<file path="config.mk">
export PLATFORM = sky130hd
export DESIGN_NAME = shared_divider_flat
export DESIGN_NICKNAME = d
export VERILOG_FILES = /design/src/rtl/bike_pkg.sv /design/src/rtl/shared_divider_if.sv /design/src/rtl/shared_divider_div_step.sv /design/src/rtl/shared_divider.sv /design/src/flat_wrapper.sv
export SDC_FILE = /design/constraint.sdc
export NUM_CORES = 1
export LEC_CHECK = 0
export ABC_CLOCK_PERIOD_IN_PS = 2600
export CAP_MARGIN = 20
export CORE_UTILIZATION = 52
export CTS_CLUSTER_SIZE = 30
export DETAILED_ROUTE_END_ITERATION = 16
export GPL_TIMING_DRIVEN = 0
export PLACE_DENSITY = 0.9
export SLEW_MARGIN = 20
export SYNTH_ARGS = -nofsm -noshare
export SYNTH_HDL_FRONTEND = slang
export SYNTH_SLANG_ARGS = --single-unit
</file>
<file path="constraint.sdc">
create_clock -name clk -period 2.6 [get_ports clk]
set_input_delay 0.52 -clock clk [delete_from_list [all_inputs] [get_ports clk]]
set_output_delay 0.52 -clock clk [all_outputs]
set_load 0.03 [all_outputs]
</file>
<file path="src/rtl/bike_pkg.sv">
// rtl/bike_pkg.sv - shared constants and state encoding for the bike-computer arithmetic
package bike_pkg;

  localparam int DIV_WIDTH = 16;

  typedef enum logic [1:0] {
    DIV_IDLE = 2'd0,
    DIV_CALC = 2'd1,
    DIV_DONE = 2'd2
  } div_state_t;

  localparam logic [DIV_WIDTH-1:0] DIV_ZERO_Q = '1;

endpackage

</file>
<file path="src/rtl/shared_divider_if.sv">
// rtl/shared_divider_if.sv - operand/result bundle between the speed stages and the shared divider
interface shared_divider_if #(
  parameter int WIDTH = 16
);
  logic             start;
  logic             select;
  logic [WIDTH-1:0] dividend0;
  logic [WIDTH-1:0] divisor0;
  logic [WIDTH-1:0] dividend1;
  logic [WIDTH-1:0] divisor1;
  logic [WIDTH-1:0] quotient;
  logic [WIDTH-1:0] remainder;
  logic             Busy;
  logic             Ready;
  logic             div_zero;

  modport master (
    output start, select, dividend0, divisor0, dividend1, divisor1,
    input  quotient, remainder, Busy, Ready, div_zero
  );

  modport slave (
    input  start, select, dividend0, divisor0, dividend1, divisor1,
    output quotient, remainder, Busy, Ready, div_zero
  );
endinterface

</file>
<file path="src/rtl/shared_divider_div_step.sv">
// rtl/shared_divider_div_step.sv - one combinational restoring-division iteration
module div_step #(
  parameter int WIDTH = 16
) (
  input  logic [WIDTH-1:0] rem,
  input  logic             dvd_bit,
  input  logic [WIDTH-1:0] divisor,
  output logic [WIDTH-1:0] rem_next,
  output logic             q_bit
);
  // One extra bit carries the shift-out so the compare never wraps.
  logic [WIDTH:0] shifted;

  always_comb begin
    shifted  = {rem, dvd_bit};
    q_bit    = (shifted >= {1'b0, divisor});
    rem_next = q_bit ? WIDTH'(shifted - {1'b0, divisor}) : shifted[WIDTH-1:0];
  end
endmodule

</file>
<file path="src/rtl/shared_divider.sv">
// rtl/shared_divider.sv - radix-2 restoring unsigned divider shared by two client stages
module shared_divider
  import bike_pkg::*;
#(
  parameter int WIDTH = DIV_WIDTH,
  parameter int CNT_W = 5
) (
  input logic             clk,
  input logic             rst,
  shared_divider_if.slave div_if
);
  div_state_t       state;
  logic [CNT_W-1:0] count;
  logic [WIDTH-1:0] dvd_q;
  logic [WIDTH-1:0] dvs;
  logic [WIDTH-1:0] rem;
  logic [WIDTH-1:0] step_rem;
  logic             step_q;
  logic [WIDTH-1:0] sel_dividend;
  logic [WIDTH-1:0] sel_divisor;

  assign sel_dividend = div_if.select ? div_if.dividend1 : div_if.dividend0;
  assign sel_divisor  = div_if.select ? div_if.divisor1  : div_if.divisor0;

  div_step #(.WIDTH(WIDTH)) u_step (
    .rem      (rem),
    .dvd_bit  (dvd_q[WIDTH-1]),
    .divisor  (dvs),
    .rem_next (step_rem),
    .q_bit    (step_q)
  );

  // dvd_q shifts dividend bits out of the top while quotient bits enter at the bottom.
  always_ff @(posedge clk) begin
    if (rst) begin
      state            <= DIV_IDLE;
      count            <= '0;
      dvd_q            <= '0;
      dvs              <= '0;
      rem              <= '0;
      div_if.quotient  <= '0;
      div_if.remainder <= '0;
      div_if.Busy      <= 1'b0;
      div_if.Ready     <= 1'b0;
      div_if.div_zero  <= 1'b0;
    end else begin
      div_if.Ready <= 1'b0;
      case (state)
        DIV_IDLE, DIV_DONE: begin
          if (div_if.start) begin
            dvd_q       <= sel_dividend;
            dvs         <= sel_divisor;
            rem         <= '0;
            count       <= '0;
            state       <= DIV_CALC;
            div_if.Busy <= (sel_divisor != '0);
          end else begin
            state <= DIV_IDLE;
          end
        end
        DIV_CALC: begin
          // A zero divisor settles in one pass with Busy kept low.
          if (dvs == '0) begin
            div_if.quotient  <= '1;
            div_if.remainder <= dvd_q;
            div_if.div_zero  <= 1'b1;
            div_if.Ready     <= 1'b1;
            state            <= DIV_DONE;
          end else begin
            dvd_q <= {dvd_q[WIDTH-2:0], step_q};
            rem   <= step_rem;
            count <= count + 1'b1;
            if (count == CNT_W'(WIDTH - 1)) begin
              div_if.quotient  <= {dvd_q[WIDTH-2:0], step_q};
              div_if.remainder <= step_rem;
              div_if.div_zero  <= 1'b0;
              div_if.Busy      <= 1'b0;
              div_if.Ready     <= 1'b1;
              state            <= DIV_DONE;
            end
          end
        end
        default: state <= DIV_IDLE;
      endcase
    end
  end
endmodule

</file>
<file path="src/flat_wrapper.sv">
// flat-port wrapper written by rule: the top's interface ports become plain ports
module shared_divider_flat import bike_pkg::*;
#(
  parameter int WIDTH = DIV_WIDTH,
  parameter int CNT_W = 5
)
  (clk, rst, div_if_start, div_if_select, div_if_dividend0, div_if_divisor0, div_if_dividend1, div_if_divisor1, div_if_quotient, div_if_remainder, div_if_Busy, div_if_Ready, div_if_div_zero);
  shared_divider_if #(.WIDTH(WIDTH)) div_if_i ();
  input logic clk;
  input logic rst;
  input wire logic [$bits(div_if_i.start)-1:0] div_if_start;
  input wire logic [$bits(div_if_i.select)-1:0] div_if_select;
  input wire logic [$bits(div_if_i.dividend0)-1:0] div_if_dividend0;
  input wire logic [$bits(div_if_i.divisor0)-1:0] div_if_divisor0;
  input wire logic [$bits(div_if_i.dividend1)-1:0] div_if_dividend1;
  input wire logic [$bits(div_if_i.divisor1)-1:0] div_if_divisor1;
  output wire logic [$bits(div_if_i.quotient)-1:0] div_if_quotient;
  output wire logic [$bits(div_if_i.remainder)-1:0] div_if_remainder;
  output wire logic [$bits(div_if_i.Busy)-1:0] div_if_Busy;
  output wire logic [$bits(div_if_i.Ready)-1:0] div_if_Ready;
  output wire logic [$bits(div_if_i.div_zero)-1:0] div_if_div_zero;
  assign div_if_i.start = div_if_start;
  assign div_if_i.select = div_if_select;
  assign div_if_i.dividend0 = div_if_dividend0;
  assign div_if_i.divisor0 = div_if_divisor0;
  assign div_if_i.dividend1 = div_if_dividend1;
  assign div_if_i.divisor1 = div_if_divisor1;
  assign div_if_quotient = div_if_i.quotient;
  assign div_if_remainder = div_if_i.remainder;
  assign div_if_Busy = div_if_i.Busy;
  assign div_if_Ready = div_if_i.Ready;
  assign div_if_div_zero = div_if_i.div_zero;
  shared_divider #(.WIDTH(WIDTH), .CNT_W(CNT_W)) u_core (.clk(clk), .rst(rst), .div_if(div_if_i));
endmodule
</file>
Word-level counts from Yosys, hierarchy flattened. Index checks and enable logic that the tools add are counted.

Flip-flop bits (word level): 90. Output and inout bits: 35.

Equality and inequality tests: 7. Reductions and logical operators: 11. Order comparisons: 1. Multiplexer cells: 27. Bitwise logic cells: 1. Add/sub/neg operators: 2.

Operators by type and width (count): $mux 16 (11); $pmux 16 s2 (2); $ge 17x16->1 (1); $logic_not 16->1 (1); $reduce_bool 16->1 (1); $sub 16x16->16 (1); $mux 5 (2); $pmux 5 s2 (1); $mux 1 (7); $add 5x1->5 const B (1); $eq 5x4->1 const B (1); $mux 2 (2); $ne 2x2->1 const B (2); $pmux 2 s2 (1); $reduce_and 2->1 (2); $reduce_and 4->1 (1); $reduce_bool 2->1 (2); $reduce_or 2->1 (2); $ne 3x1->1 const B (1); $reduce_and 3->1 (1); $eq 2x1->1 const B (1); $eq 2x2->1 const B (1); $logic_not 2->1 (1); $ne 2x1->1 const B (1); other kinds (2) (2).

Depth between registers and ports, before layout. Gate-level depths: netlist (run 1).

Word-level depth: 4. Gate-level depth with buffers: 12.

Modules after synthesis. Synthesis (run 1) repeated with hierarchy kept, for this count alone.

Cell total of the unflattened synthesis: 607. Area, all modules: 5271.3 um^2.

Modules (own cells, without submodules): shared_divider (area each 4106.4 um^2, sequential area each 1801.7 um^2, cells an instance 451, times used 1); div_step (area each 1164.9 um^2, sequential area each 0.0 um^2, cells an instance 156, times used 1).

Worst setup path before layout (run 1). OpenSTA, ideal clock, no wires.

Path type: reg-to-reg. Start: reg u_core.dvd_q[15]. End: reg u_core.div_if.remainder[12]. Setup time: 0.086 ns. Path slack: 0.236 ns. Arrival time: 2.279 ns. Clock period less this slack: 2.364 ns. Data required time: 2.514 ns. Stages on the path, launching flop included: 12. Path buffers: 0. Cell sequence: dfxtp_1 inv_1 ha_1 inv_1 fa_1 a21o_1 a21o_1 a221oi_1 nand3_1 o311ai_0 mux2i_1 a211oi_1.

Cells in the longest elaborated chain, start to end: 4. Elaborated cells between the ends (all ways): 5. Classes of those cells: add/sub: 1; order compare: 1; mux: 3.

RTL lines: from (decl) (RTL line shared_divider.sv:14) `logic [WIDTH-1:0] dvd_q;`; from (signal assigned) (RTL line shared_divider.sv:51) `dvd_q <= sel_dividend;`; from (signal assigned) (RTL line shared_divider.sv:70) `dvd_q <= {dvd_q[WIDTH-2:0], step_q};`; $sub 16x16->16 or $ge 17x16->1 (tied branches) (RTL line shared_divider_div_step.sv:17, shared_divider_div_step.sv:16); $mux 16 (*) (RTL line shared_divider_div_step.sv:17) `rem_next = q_bit ? WIDTH'(shifted - {1'b0, divisor}) : shifted[WIDTH-1:0];`; $mux 16 (*) (RTL line shared_divider.sv:73) `if (count == CNT_W'(WIDTH - 1)) begin`; $mux 16 (*) (RTL line shared_divider.sv:63) `if (dvs == '0) begin`; to (signal assigned) (RTL line shared_divider.sv:65) `div_if.remainder <= dvd_q;`; to (signal assigned) (RTL line shared_divider.sv:75) `div_if.remainder <= step_rem;`; to (decl) (RTL line shared_divider_if.sv:24) `output quotient, remainder, Busy, Ready, div_zero`.

Mark *: on every way between the ends. The rest lies on a longest branch, timed or not. The select of a mux whose other input is x is not followed. A chain may end at the register's enable or synchronous reset.

Final worst setup path (run 1).
Start: reg u_core.dvs[1]. End: reg u_core.rem[5].

Cells in the longest elaborated chain, start to end: 4. Elaborated cells between the ends (all ways): 8. Classes of those cells: add/sub: 1; order compare: 1; eq/ne: 1; mux: 3; reduce/logical: 2.

RTL lines: from (decl) (RTL line shared_divider.sv:15) `logic [WIDTH-1:0] dvs;`; from (signal assigned) (RTL line shared_divider.sv:52) `dvs <= sel_divisor;`; $sub 16x16->16 or $ge 17x16->1 (tied branches) (RTL line shared_divider_div_step.sv:17, shared_divider_div_step.sv:16); $mux 16 (RTL line shared_divider_div_step.sv:17); $mux 16 (RTL line shared_divider.sv:63); $pmux 16 s2 (RTL line shared_divider.sv:48) `case (state)`; to (signal assigned) (RTL line shared_divider.sv:71) `rem <= step_rem;`; to (decl) (RTL line shared_divider.sv:16) `logic [WIDTH-1:0] rem;`.

Several ways; a longest one is shown, not always the timed one. The select of a mux whose other input is x is not followed.

==> results.ini, run 1 <==
[run_status]
status = complete, but fails checks
violations = negative setup slack

[finish]
num_antenna_cells = 0
nets = 803
syn_to_final_growth_pct = 28.7
layout.cells.non_filler = 849
finalInstanceArea_sq_um = 6490
drive_above_1_share_pct = 9.31

[route]
post-route-drc-count = 0
wl_per_cell_um = 18.7
vias = 5271
ant_nets = 0
drt-vias-per-instance = 6.21
firstDrtPassIters = 6
totalWireLength_um = 15900
drt_iter0_drc = 473

[setup_path]
r2r_slack_ns = -0.004
start_kind = flop
rr_endpoint = u_core.rem[5]
cp_data_arrival_time_ns = 2.81
required_ns = 2.80
criticalPathCategory = flop to flop
cp_max_fo = 10
r2r_cells = 11
endpoint_kind = flop
r2r_start = u_core.dvs[1]

[clocking]
cts_buffers = 9
clkSlewWorstSetupHoldPaths_ns = 0.09
htreeDepth = 3
tritoncts = built
clock_insertion_delay_worst_skew_ns = 0.36
hold_buffers = 0
cts_num_sinks = 90
root_buffer = clkbuf_8
cts_buffer_depth = 2

[power_and_ir_drop]
powerDensity_nw_per_um2 = 686
combPwrFrac_pct = 42.1
switching_share_pct = 38.1
power.switching_mw = 1.69
power_leakage_nw = 2.50
power_mw = 4.45
sequentialPowerShare_pct = 35.5
ir_drop_mv = 0.388
pwr-share-clk_pct = 22.4
p_int_mw = 2.76

[floorplanning]
dieArea_sq_um = 10100
fp.dieH_um = 100
io_pins = 103
rows = 35
die_x_um = 100
core_area_sq_um = 9330
start_util_pct = 54.1

[synth]
netlist.area_leader.share_pct = 35.7
ys_types = 65
syn_area_sq_um = 5040
ys_top_cells_by_count = 95 x nor2_1, 90 x dfxtp_1, 41 x a211oi_1, 38 x mux2i_1, 36 x a21oi_1
synth_top_cell_by_area = dfxtp_1
ys_warn_count = 0
ys_ff_latch = 90
syn_avg_cell_area_sq_um = 8.39
yosysSeqAreaShare_pct = 35.7
synth_nets = 688
post-synth-top-count-cell = nor2_1
synth_ff_type = dfxtp_1
synth_cells = 601
synth_edf_count = 0
synth-async-reset-ratio_pct = 0
synth_area_leaders = dfxtp_1 36%, mux2i_1 7.5%, nor2_1 7.1%

[placement]
placed_cell_area_sq_um = 6200
dp.cells = 830
dp_hpwl_um = 12100
gp_congestion = 1.02
dp_slack_ns = -0.239
portBuffers = 100

[timing]
rsz0062_at_grt = true
slew_viol_final = 0
setup_viol = 1
finalCritPeriodShare_pct = 100
hold_viol = 0
fin_ws_ns = -0.00372
tns_ns = -0.00372
fmax_mhz = 384
worst_pin_slew_ns = 0.754
layout_min_cycle_time_ns = 2.60
finClkSkew_ns = 0.0150
max-slew-margin-rel_pct = 49.7

[grt]
grt_pass1_vias = 5100
antenna_found_initial = 0
grt_overflow = 0
grt_max_degree = 16
track_usage_pct = 30.9
grt_pass1_wl_um = 24200

[run]
drv_cap = 0

[min_path]
worstHoldPathCells = 2
worstHoldPathType = flop to flop
hold_start = u_core.div_if.remainder[5]
min_to = u_core.div_if.remainder[5]

[layout make-up]
cell class | instances | area, sq um
Inverter | 21 | 78.8
Sequential cell | 90 | 1810
Buffer | 45 | 236
Tap cell | 129 | 161
Clock inverter | 5 | 63.8
Clock buffer | 10 | 138
Timing Repair Buffer | 104 | 1030
Multi-Input combinational cell | 445 | 2970
Fill cell | 710 | 2840
[sequential cells by signal, indices dropped and copies added (netlist names)]
signal	count
u_core.dvs	16
u_core.div_if.Ready	1
u_core.state	2
u_core.div_if.quotient	16
u_core.rem	16
u_core.div_if.Busy	1
u_core.dvd_q	16
u_core.count	5
u_core.div_if.div_zero	1
u_core.div_if.remainder	16
[worst max-delay path by stage]
stage               slack (ns)                          end  cells past startpoint        startpoint
finish                  -0.004                u_core.rem[5]                     11     u_core.dvs[1]
global route             -0.12   u_core.div_if.remainder[2]                     11     u_core.dvs[1]
CTS                    0.00008  u_core.div_if.remainder[10]                     11  u_core.dvd_q[15]
detailed placement       -0.24  u_core.div_if.remainder[12]                     11  u_core.dvd_q[15]
global placement         -0.20  u_core.div_if.remainder[12]                     11  u_core.dvd_q[15]
floorplan                 0.24  u_core.div_if.remainder[12]                     11  u_core.dvd_q[15]
[power by group through the flow]
stage | combinational, mW | clock [mW] | sequential (mW)
6_report | 1.87 | 0.997 | 1.58
5_1_grt | 1.98 | 1.04 | 1.59
2_1_floorplan | 1.24 | 0 | 1.58
3_3_place_gp | 1.66 | 0 | 1.60
4_1_cts | 1.77 | 0.986 | 1.57
3_5_place_dp | 1.71 | 0 | 1.60
[routing by layer]
metal  up-vias  global-route usage [%]  share of wire (%)
li1       2446                       -                  -
met1      2464                    38.7                 40
met2       312                    52.7                 48
met3        49                    5.41                8.9
met4         0                    12.6                2.5
met5         -                       0                  0
[timing repair]
item                       4_1_cts  5_1_grt
gates cloned                     0        0
setup endpoints to repair        7       28
gates resized for setup          5       13
setup buffers                    2        2
pin swaps                        2        6
[worst max-delay path: stages, from the launching register on]
cell and delay, ns:
dfxtp_1 0.37, inv_1 0.10, ha_1 0.30, nor2b_1 0.16, o31a_2 0.33, o211ai_2 0.23
a211oi_2 0.11, or2_1 0.25, buf_6 0.16, buf_6 0.16, a21oi_1 0.17, a211oi_1 0.12
[cell families (layout without fill, tap and decap cells)]
family,after synthesis,in the layout,synth area share [%]
xor+xnor,13,13,2.26
flops,90,90,35.7
compound gates,181,181,25.2
simple gates,194,194,18.2
fa+ha+maj,19,19,4.86
mux,38,38,7.54
buf+inv,66,185,6.23
[through the flow]
| step | hold slack, ns | utilization, % |
|---|---|---|
| 2_1_floorplan | 0.446 | - |
| 3_3_place_gp | 0.437 | 66.5 |
| 3_5_place_dp | 0.445 | 66.5 |
| 4_1_cts | 0.457 | 69.0 |
| 5_1_grt | 0.503 | 69.6 |
| 6_report | 0.460 | 69.6 |
[cell usage in the layout, fill, tap and decap left out, types with 7 or more instances in the layout]
cell,instances
a211oi_1,40
a21oi_1,36
and3_1,7
buf_1,9
buf_6,7
clkbuf_1,21
clkbuf_8,10
clkdlybuf4s50_1,100
dfxtp_1,85
ha_1,18
inv_1,21
mux2i_1,38
nand2_1,30
nand3_1,7
nor2_1,95
nor3_1,11
nor4_1,8
o21a_1,7
o21ai_0,14
o21ai_1,11
o22ai_1,18
or3_1,7
xnor2_1,7
Power figures use the tool's default switching activity.
==> run 2, diff against run 1 <==
Settings changed: RECOVER_POWER from default to 25.
==> results.ini, run 2 (synthesized netlist as in run 1, its figures left out) <==
[setup_path]
cp_max_fo = 10
crit_cells = 11
critPathSlowestCell = dfxtp_1
crit_family = compound AO/OA/AOI/OAI gates
r2r_slack_ns = 0.007
cp_common_cell = buf_6
cp_data_arrival_time_ns = 2.80
start_kind = flop
r2r_cells = 11
path_buf_inv = 3
crit_path_end = u_core.rem[5]
required_ns = 2.80
r2r_start = u_core.dvs[1]
criticalPathCategory = flop to flop
crit_path_cell_trace = inv_1, ha_1, nor2b_1, o31a_2, o211ai_2, a211oi_2, or2_1, buf_6, buf_6, a21oi_1, a211oi_1
critPathLaunch = u_core.dvs[1]
endpoint_kind = flop
rr_endpoint = u_core.rem[5]
max_stage_delay_ns = 0.36

[run]
drv_cap = 0

[route]
ant_nets = 0
wl_per_cell_um = 18.6
totalWireLength_um = 15800
drt-vias-per-instance = 6.23
post-route-drc-count = 0
vias = 5290
firstDrtPassIters = 6
drt_iter0_drc = 471

[timing]
hold_viol = 0
max-slew-margin-rel_pct = 43.3
slew_viol_final = 0
worst_pin_slew_ns = 0.844
fmax_mhz = 386
whs_ns = 0.453
rsz0062_at_grt = true
layout_min_cycle_time_ns = 2.59
setup_viol = 0
finalCritPeriodShare_pct = 99.7
finClkSkew_ns = 0.0140

[power_and_ir_drop]
sequentialPowerShare_pct = 35.7
p_int_mw = 2.75
ir_drop_mv = 0.386
combPwrFrac_pct = 41.9
switching_share_pct = 37.8
power_leakage_nw = 2.59
pwr-share-clk_pct = 22.4
power_mw = 4.43
powerDensity_nw_per_um2 = 683
power.switching_mw = 1.68

[placement]
dp.cells = 830
gp_congestion = 1.02
portBuffers = 100
dp_hpwl_um = 12100

[floorplanning]
core_area_sq_um = 9330
io_pins = 103
dieArea_sq_um = 10100
die_x_um = 100
start_util_pct = 54.1
rows = 35
fp.dieH_um = 100

[grt]
grt_max_degree = 16
track_usage_pct = 30.9
grt_pass1_wl_um = 24200
grt_pass1_vias = 5100
grt_overflow = 0
antenna_found_initial = 0

[clocking]
cts_num_sinks = 90
root_buffer = clkbuf_8
clkSlewWorstSetupHoldPaths_ns = 0.09
tritoncts = built
clock_insertion_delay_worst_skew_ns = 0.36
cts_buffers = 9
htreeDepth = 3
hold_buffers = 0
cts_buffer_depth = 2

[finish]
num_antenna_cells = 0
mostFrequentLayoutCell = nor2_1
nets = 803
final_cell_mix = 95 x nor2_1, 85 x dfxtp_1, 72 x clkdlybuf4s50_1
drive_above_1_share_pct = 9.17
layout.cells.non_filler = 849
final_util_pct = 69.6
syn_to_final_growth_pct = 28.7

[min_path]
worstHoldPathType = flop to flop
hold_start = u_core.div_if.remainder[5]

[run_status]
status = complete, no violations

## run 2: changes by cell type in the layout (fill, tap and decap cells not counted), sizes merged
cell	delta
dlygate4sd3	+28
clkdlybuf4s50	-28
## run 2: how the worst min path moves through the flow
| stage | to | cells past startpoint |
|---|---|---|
| final | u_core.div_if.remainder[5] | 2 |
| after CTS | u_core.div_if.remainder[5] | 2 |
| after floorplan | u_core.rem[12] | 2 |
| after global placement | u_core.div_if.remainder[6] | 2 |
| after detailed placement | u_core.div_if.remainder[5] | 2 |
| after global routing | u_core.div_if.remainder[5] | 2 |
## run 2: worst min-delay path, delay by kind of cell (launching register included)
family / cells / cell delay, ns
DFF: 1 / 0.32
AOI/OAI and AO/OA: 1 / 0.05
and+or+nand+nor: 1 / 0.05
## run 2: area by class of cell
class	instances	area, sq um
Buffer	45	236
Fill cell	712	2840
Sequential cell	90	1810
Clock buffer	10	138
Inverter	21	78.8
Timing Repair Buffer	104	1030
Clock inverter	5	63.8
Multi-Input combinational cell	445	2970
Tap cell	129	161
## run 2: routing by layer
| layer | global-route usage, % | share of wire [%] | up-vias |
|---|---|---|---|
| met5 | 0 | 0 | - |
| met4 | 12.6 | 2.9 | 0 |
| met3 | 5.41 | 8.5 | 57 |
| met2 | 52.7 | 48 | 302 |
| met1 | 38.7 | 40 | 2482 |
| li1 | - | - | 2449 |
## run 2: power by group through the flow
stage | Combinational, mW | Clock (mW) | Sequential, mW
after floorplan | 1.24 | 0 | 1.58
after global placement | 1.66 | 0 | 1.60
after detailed placement | 1.71 | 0 | 1.60
after CTS | 1.77 | 0.986 | 1.57
after global routing | 1.98 | 1.04 | 1.59
final | 1.86 | 0.992 | 1.58
## run 2: timing repair
action                                  CTS  global route
pin swaps                                 2             6
resized for setup                         5            13
buffers inserted                          2             2
endpoints found under the setup margin    7            28
## run 2: stage by stage
step           area (sq um)  worst slack (ns)  TNS [ns]
3_3_place_gp           6200            -0.202    -0.501
3_5_place_dp           6200            -0.239    -0.602
6_report               6490           0.00733         0
2_1_floorplan          5040             0.236         0
4_1_cts                6440         0.0000768         0
5_1_grt                6490            -0.118    -0.638
